### src/rtl/ym2149_bus_responder.sv
// YM2149/AY PSG-side bus responder: synchronises BDIR/BC1/DA, decodes latch/write/read
// phases and holds the masked register file. Define TURBOSOUND_EN for the two-chip bank.
module ym2149_bus_responder #(
   parameter int SYNC_STAGES = 2
) (
   input  logic         cpu_clock,
   input  logic         reset,
   input  logic         bdir,
   input  logic         bc1,
   input  logic [7:0]   da_in,
   output logic [7:0]   da_out,
   output logic         da_oe,
   output logic         active_chip,
   output logic         addr_valid,
   output logic         wr_stb,
   output logic         wr_chip,
   output logic [3:0]   wr_addr,
   output logic [7:0]   wr_data,
   output logic         env_restart,
   output logic [255:0] regs_flat
);
   localparam logic [1:0] MODE_INACTIVE = 2'b00;
   localparam logic [1:0] MODE_READ     = 2'b01;
   localparam logic [1:0] MODE_WRITE    = 2'b10;
   localparam logic [1:0] MODE_LATCH    = 2'b11;

   localparam logic [1:0] ST_IDLE  = 2'd0;
   localparam logic [1:0] ST_LATCH = 2'd1;
   localparam logic [1:0] ST_WRITE = 2'd2;
   localparam logic [1:0] ST_READ  = 2'd3;

`ifdef TURBOSOUND_EN
   localparam int NUM_BANKS = 2;
   localparam int IDX_W     = 5;
`else
   localparam int NUM_BANKS = 1;
   localparam int IDX_W     = 4;
`endif

   function automatic logic [7:0] reg_mask(input logic [3:0] a);
      case (a)
         4'd1, 4'd3, 4'd5, 4'd13: return 8'h0F;
         4'd6, 4'd8, 4'd9, 4'd10: return 8'h1F;
         default:                 return 8'hFF;
      endcase
   endfunction

   function automatic logic [1:0] state_mode(input logic [1:0] st);
      case (st)
         ST_LATCH: return MODE_LATCH;
         ST_WRITE: return MODE_WRITE;
         ST_READ:  return MODE_READ;
         default:  return MODE_INACTIVE;
      endcase
   endfunction

   function automatic logic [1:0] mode_state(input logic [1:0] m);
      case (m)
         MODE_LATCH: return ST_LATCH;
         MODE_WRITE: return ST_WRITE;
         MODE_READ:  return ST_READ;
         default:    return ST_IDLE;
      endcase
   endfunction

   logic [9:0]       sync_q [SYNC_STAGES];
   logic [1:0]       mode_s, mode_q;
   logic [7:0]       data_s, cap_q;
   logic [1:0]       state_q, state_d;
   logic             exiting, latch_commit, write_commit, ts_cmd, stable;
   logic [3:0]       addr_q, addr_d;
   logic             addr_valid_q, addr_valid_d;
   logic             bank_q, bank_d;
   logic [IDX_W-1:0] wr_idx, rd_idx;
   logic [7:0]       regs_q [NUM_BANKS*16];
   logic [7:0]       da_out_q;
   logic             da_oe_q, wr_stb_q, wr_chip_q, env_restart_q;
   logic [3:0]       wr_addr_q;
   logic [7:0]       wr_data_q;

   always_ff @(posedge cpu_clock or negedge reset) begin
      if (!reset) begin
         for (int i = 0; i < SYNC_STAGES; i++) sync_q[i] <= '0;
      end else begin
         // NOTE: non-blocking assignments let every stage shift on the same edge without ordering hazards.
         sync_q[0] <= {bdir, bc1, da_in};
         for (int i = 1; i < SYNC_STAGES; i++) sync_q[i] <= sync_q[i-1];
      end
   end

   assign mode_s = sync_q[SYNC_STAGES-1][9:8];
   assign data_s = sync_q[SYNC_STAGES-1][7:0];
   assign stable = (mode_s == mode_q);

   // A state is left as soon as the synced mode departs, and entered only once a mode is stable.
   always_comb begin
      state_d = state_q;
      exiting = 1'b0;
      if (state_q != ST_IDLE && mode_s != state_mode(state_q)) begin
         exiting = 1'b1;
         state_d = ST_IDLE;
      end
      if ((state_q == ST_IDLE || exiting) && stable) state_d = mode_state(mode_s);
   end

   assign latch_commit = exiting && (state_q == ST_LATCH);
   assign write_commit = exiting && (state_q == ST_WRITE) && addr_valid_q;

`ifdef TURBOSOUND_EN
   assign ts_cmd = (cap_q[7:3] == 5'b11111);
   assign bank_d = (latch_commit && ts_cmd) ? ~cap_q[0] : bank_q;
   assign wr_idx = {bank_q, addr_q};
   assign rd_idx = {bank_d, addr_d};
`else
   assign ts_cmd = 1'b0;
   assign bank_d = 1'b0;
   assign wr_idx = addr_q;
   assign rd_idx = addr_d;
`endif

   always_comb begin
      addr_d       = addr_q;
      addr_valid_d = addr_valid_q;
      if (latch_commit && !ts_cmd) begin
         addr_d       = cap_q[3:0];
         addr_valid_d = (cap_q[7:4] == 4'h0);
      end
   end

   always_ff @(posedge cpu_clock or negedge reset) begin
      if (!reset) begin
         mode_q        <= MODE_INACTIVE;
         state_q       <= ST_IDLE;
         cap_q         <= '0;
         addr_q        <= '0;
         addr_valid_q  <= 1'b1;
         bank_q        <= 1'b0;
         da_out_q      <= '0;
         da_oe_q       <= 1'b0;
         wr_stb_q      <= 1'b0;
         wr_chip_q     <= 1'b0;
         wr_addr_q     <= '0;
         wr_data_q     <= '0;
         env_restart_q <= 1'b0;
         // NOTE: the register file is small and must read back as zero after reset, so it is reset like any flop.
         for (int i = 0; i < NUM_BANKS*16; i++) regs_q[i] <= '0;
      end else begin
         mode_q        <= mode_s;
         state_q       <= state_d;
         addr_q        <= addr_d;
         addr_valid_q  <= addr_valid_d;
         bank_q        <= bank_d;
         wr_stb_q      <= 1'b0;
         env_restart_q <= 1'b0;
         if (state_d == ST_LATCH || state_d == ST_WRITE) cap_q <= data_s;
         if (write_commit) begin
            regs_q[wr_idx] <= cap_q & reg_mask(addr_q);
            wr_stb_q       <= 1'b1;
            wr_chip_q      <= bank_q;
            wr_addr_q      <= addr_q;
            wr_data_q      <= cap_q & reg_mask(addr_q);
            env_restart_q  <= (addr_q == 4'd13);
         end
         da_oe_q  <= (state_d == ST_READ) && addr_valid_d;
         da_out_q <= (state_d == ST_READ) ? regs_q[rd_idx] : 8'h00;
      end
   end

   always_comb begin
      regs_flat = '0;
      for (int i = 0; i < NUM_BANKS*16; i++) regs_flat[i*8 +: 8] = regs_q[i];
   end

   assign da_out      = da_out_q;
   assign da_oe       = da_oe_q;
   assign active_chip = bank_q;
   assign addr_valid  = addr_valid_q;
   assign wr_stb      = wr_stb_q;
   assign wr_chip     = wr_chip_q;
   assign wr_addr     = wr_addr_q;
   assign wr_data     = wr_data_q;
   assign env_restart = env_restart_q;
endmodule

### config.mk
export PLATFORM = sky130hd
export DESIGN_NAME = ym2149_bus_responder
export DESIGN_NICKNAME = d
export VERILOG_FILES = /design/src/rtl/ym2149_bus_responder.sv
export SDC_FILE = /design/constraint.sdc
export NUM_CORES = 1
export LEC_CHECK = 0
export CELL_PAD_IN_SITES_DETAIL_PLACEMENT = 1
export CELL_PAD_IN_SITES_GLOBAL_PLACEMENT = 1
export CORE_AREA = 10 10 133 225
export CTS_CLUSTER_DIAMETER = 50
export DETAILED_ROUTE_END_ITERATION = 8
export DIE_AREA = 0 0 143 235
export PLACE_DENSITY = 0.87
export REMOVE_ABC_BUFFERS = 1
export SLEW_MARGIN = 20
export SYNTH_ARGS = -nofsm -noshare
export SYNTH_HDL_FRONTEND = slang
export SYNTH_SLANG_ARGS = --single-unit
export TNS_END_PERCENT = 30
### constraint.sdc
create_clock -name cpu_clock -period 3.4 [get_ports cpu_clock]
set_clock_uncertainty 0.05 [all_clocks]
set_input_delay 0.85 -clock cpu_clock [delete_from_list [all_inputs] [get_ports cpu_clock]]
set_output_delay 0.85 -clock cpu_clock [all_outputs]
set_load 0.02 [all_outputs]
==> results.py <==
metrics = {
    "synthesis": {
        "syn_area_um2": 9230,
        "synth_xor_xnor_area_share_pct": 0.732,
        "synth_cell_types": 56,
        "ys_seq_elements": 188,
        "synthMuxAreaShare_pct": 11.1,
        "synth_edf_count": 0,
        "ys.warnings.count": 0,
        "ys_async_sr_fraction_pct": 100,
        "ys_seq_area_share_pct": 51.0,
        "synthFlopType": "dfrtp_1",
        "synth_compound_area_share_pct": 12.6,
        "synthCells": 873,
        "synth_top_family_by_area": "buffers and inverters",
        "avgSynthCellArea_um2": 10.6,
        "synth-simple-area-share_pct": 9.32,
        "synthAdderAreaFrac_pct": 1.49,
    },
    "timing": {
        "max_freq_mhz": 310,
        "finalCritPeriodShare_pct": 95.0,
        "final_max_slew_viol_count": 0,
        "max_slew_margin_pct": 49.2,
        "hold_violations": 0,
        "setup-tns-final_ns": 0,
        "worst_pin_slew_ns": 0.761,
        "rsz0062_at_grt": "false",
        "setup_viol": 0,
        "layout_min_cycle_time_ns": 3.23,
    },
    "setup_path": {
        "r2r-start": "state_q[0]$_DFF_PN0_",
        "path_max_fanout": 11,
        "worstPathCellList": "inv_1 > ha_1 > xor2_1 > o21ai_4 > buf_4 > mux2i_1 > nand2_1 > o221ai_1 > o32ai_1",
        "cpMaxStageDelayCell": "mux2i_1",
        "crit_required_ns": 3.66,
        "crit_path_end_kind": "flop",
        "critPathKind": "flop to flop",
        "r2r_slack_ns": 0.17,
        "worst_setup_path_start_kind": "flop",
        "r2r-end": "da_out[6]$_DFF_PN0_",
        "crit_path_max_incr_delay_ns": 0.45,
        "arrival_ns": 3.49,
        "reg2reg_depth": 9,
    },
    "status": {
        "status": "complete, no violations",
    },
    "power": {
        "combPwrFrac_pct": 41.7,
        "power.internal_mw": 5.05,
        "clkPwrFrac_pct": 24.9,
        "switching_power_mw": 3.55,
        "switching_share_pct": 41.3,
        "p_per_area_nw_per_um2": 745,
        "p_seq_share_pct": 33.4,
        "p_leak_nw": 5.22,
        "ir_drop_v": 0.000477,
    },
    "floorplan": {
        "initial_core_util_pct": 35.4,
        "pin_count": 294,
        "core.rowCount": 78,
        "dieArea_um2": 33600,
        "coreArea_um2": 26100,
        "die_h_um": 235,
        "die_w_um": 143,
    },
    "worst_hold_path": {
        "whs_endpoint": "data_s[7]$_DFF_PN0_",
        "min_path_cells": 0,
        "hold_start": "sync_q[17]$_DFF_PN0_",
        "min_path_type": "flop to flop",
    },
    "clocking": {
        "cts_buffer_depth": 2,
        "clock-sinks": 188,
        "ctsHoldBuffers": 0,
        "htreeDepth": 4,
        "cts_tree": "done",
        "clkTransAtPathRegs_ns": 0.07,
        "numCtsBuffers": 17,
        "clk_latency_ns": 0.45,
        "root_buffer": "clkbuf_16",
    },
    "detailed_routing": {
        "routed_via_density": 5.41,
        "num_vias": 7467,
        "totalWireLength_um": 34700,
        "drtIter0Drc": 467,
        "detail-route-antenna-nets": 0,
        "drc": 0,
        "wire_per_inst_um": 25.2,
        "drtPass1Iterations": 5,
    },
    "job": {
        "maxCapViolCount": 0,
    },
    "layout": {
        "drive_above_1_share_pct": 14.8,
        "nets": 1068,
        "syn_to_final_growth_pct": 25.0,
        "final_util_pct": 44.3,
    },
    "grt": {
        "grt_pass1_vias": 8437,
        "grt.total_usage_pct": 20.2,
        "overflow": 0,
        "grt_pass1_wl_um": 51600,
        "grt_antenna_before_repair": 2,
        "grt_start_max_net_pins": 74,
    },
    "placed_design": {
        "gp_congestion": 0.897,
        "hpwlAfterDp_um": 26400,
        "io_buffers": 163,
    },
}
==> Yosys cell counts (all sizes together), types with 2 or more instances <==
| master | count | share of area [%] |
|---|---|---|
| a2111oi | 2 | 0.19 |
| a211oi | 7 | 0.62 |
| a21oi | 4 | 0.46 |
| a221o | 4 | 0.43 |
| a22o | 2 | 0.19 |
| a311oi | 2 | 0.19 |
| a31oi | 4 | 0.34 |
| a32o | 3 | 0.33 |
| a32oi | 2 | 0.19 |
| and2 | 5 | 0.34 |
| and3 | 2 | 0.14 |
| buf | 141 | 12 |
| clkbuf | 39 | 1.6 |
| dfrtp | 187 | 51 |
| ha | 11 | 1.5 |
| inv | 16 | 0.65 |
| mux2 | 69 | 8.4 |
| mux2i | 24 | 2.6 |
| nand2 | 136 | 5.5 |
| nand2b | 2 | 0.14 |
| nand3 | 14 | 0.76 |
| nand4 | 5 | 0.34 |
| nor2 | 21 | 0.85 |
| nor2b | 6 | 0.41 |
| nor3 | 8 | 0.43 |
| nor4 | 3 | 0.20 |
| o211ai | 2 | 0.16 |
| o21ai | 97 | 5.4 |
| o221a | 3 | 0.37 |
| o221ai | 10 | 0.95 |
| o22ai | 10 | 0.68 |
| o31ai | 2 | 0.16 |
| o32a | 2 | 0.22 |
| o32ai | 11 | 1.0 |
| xnor2 | 2 | 0.35 |
| xor2 | 4 | 0.38 |
==> how the worst max path moves through the flow <==
| stage | from | endpoint | slack [ns] | depth (start not counted) |
|---|---|---|---|---|
| final | state_q[0]$_DFF_PN0_ | da_out[6]$_DFF_PN0_ | 0.17 | 9 |
| after global routing | state_q[0]$_DFF_PN0_ | da_out[5]$_DFF_PN0_ | 0.006 | 13 |
| after CTS | state_q[0]$_DFF_PN0_ | da_out[5]$_DFF_PN0_ | 0.02 | 11 |
| after detailed placement | state_q[0]$_DFF_PN0_ | da_out[5]$_DFF_PN0_ | 0.09 | 11 |
| after global placement | state_q[0]$_DFF_PN0_ | da_out[5]$_DFF_PN0_ | 0.26 | 11 |
| after floorplan | state_q[0]$_DFF_PN0_ | da_out[5]$_DFF_PN0_ | 0.09 | 9 |
==> worst max-delay path, delay by kind of cell (launching register included) <==
family | cells | cell delay (ns)
compound gates | 3 | 0.88
xor+xnor | 1 | 0.25
fa+ha+maj | 1 | 0.40
buf+inv | 2 | 0.36
flops | 1 | 0.44
mux | 1 | 0.45
simple gates | 1 | 0.24
==> placed cells by master (no fill, tap or decap), types with 3 or more instances in the layout <==
master and count:
clkinv_2 4, nor3_1 8, bufinv_16 4, o221a_2 3, dfrtp_1 186, inv_1 13
nand2_1 136, nor4_1 3, clkdlybuf4s50_1 162, buf_12 4, o32ai_1 11, nor2_1 21
conb_1 130, nand4_1 5, ha_1 11, and2_1 5, o21ai_0 96, clkinvlp_4 3
nor2b_1 6, clkbuf_16 17, xor2_1 4, a211oi_1 5, inv_2 3, a32o_1 3
o221ai_1 10, o22ai_1 10, a31oi_1 3, mux2i_1 23, a221o_1 4, nand3_1 14
buf_4 37, mux2_2 68
==> routing by layer <==
| layer | vias to the layer above | GRT usage, % | wire length, um |
|---|---|---|---|
| met5 | - | 0 | 0 |
| met4 | 0 | 16.7 | 2780 |
| met3 | 143 | 5.85 | 2480 |
| met2 | 463 | 34.1 | 17300 |
| met1 | 3741 | 19.9 | 12100 |
| li1 | 3120 | - | - |
==> repair_timing <==
item,4_1_cts,5_1_grt
endpoints found under the setup margin,0,7
buffers inserted,0,0
gates resized for setup,0,3
==> state kept, by name (all words and copies together), names as in the netlist <==
register and count:
wr_data 8, env_restart 1, mode_s 2, da_oe 1, data_s 8, cap_q 8, da_out 8, regs_flat 128
sync_q 10, wr_addr 4, mode_q 2, state_q 2, addr_q 4, addr_valid 1, wr_stb 1
==> cells by family (layout without fill, tap and decap cells) <==
kind of cell,count (synthesis),count (layout)
adder cells (fa/ha/maj),11,11
AND/OR/NAND/NOR,204,204
buffers and inverters,196,252
flip-flops,188,188
multiplexers,93,93
AO/OA/AOI/OAI,174,174
other,1,132
XOR/XNOR,6,6
==> stage by stage <==
stage                     worst slack, ns  instances  instance area [um2]  power, mW  hold slack [ns]
final                               0.171       1380                11500       8.60            0.296
after global routing              0.00634       1380                11500       8.95            0.314
after CTS                          0.0229       1378                11500       8.53            0.297
after detailed placement           0.0877       1346                10900       6.37            0.286
after global placement              0.262       1346                10900       6.25            0.286
after floorplan                    0.0881        822                 8500       4.76            0.281
==> power groups by stage <==
stage                     logic, mW  clock network, mW  registers (mW)
after floorplan                1.65                  0            3.12
after global placement         3.36                  0            2.89
after detailed placement       3.47                  0            2.90
after CTS                      3.52               2.15            2.87
after global routing           3.79               2.25            2.91
final                          3.59               2.14            2.87
==> area by class of cell <==
cell class	count	area, um2
fill	2865	14500
sequential	188	4710
multi-input combinational	618	3750
timing repair buffer	204	1990
clock buffer	20	447
tap	320	400
clock inverter	12	171
inverter	16	60.1
antenna	2	5.00
No activity file was read; power rests on OpenSTA's default activity.
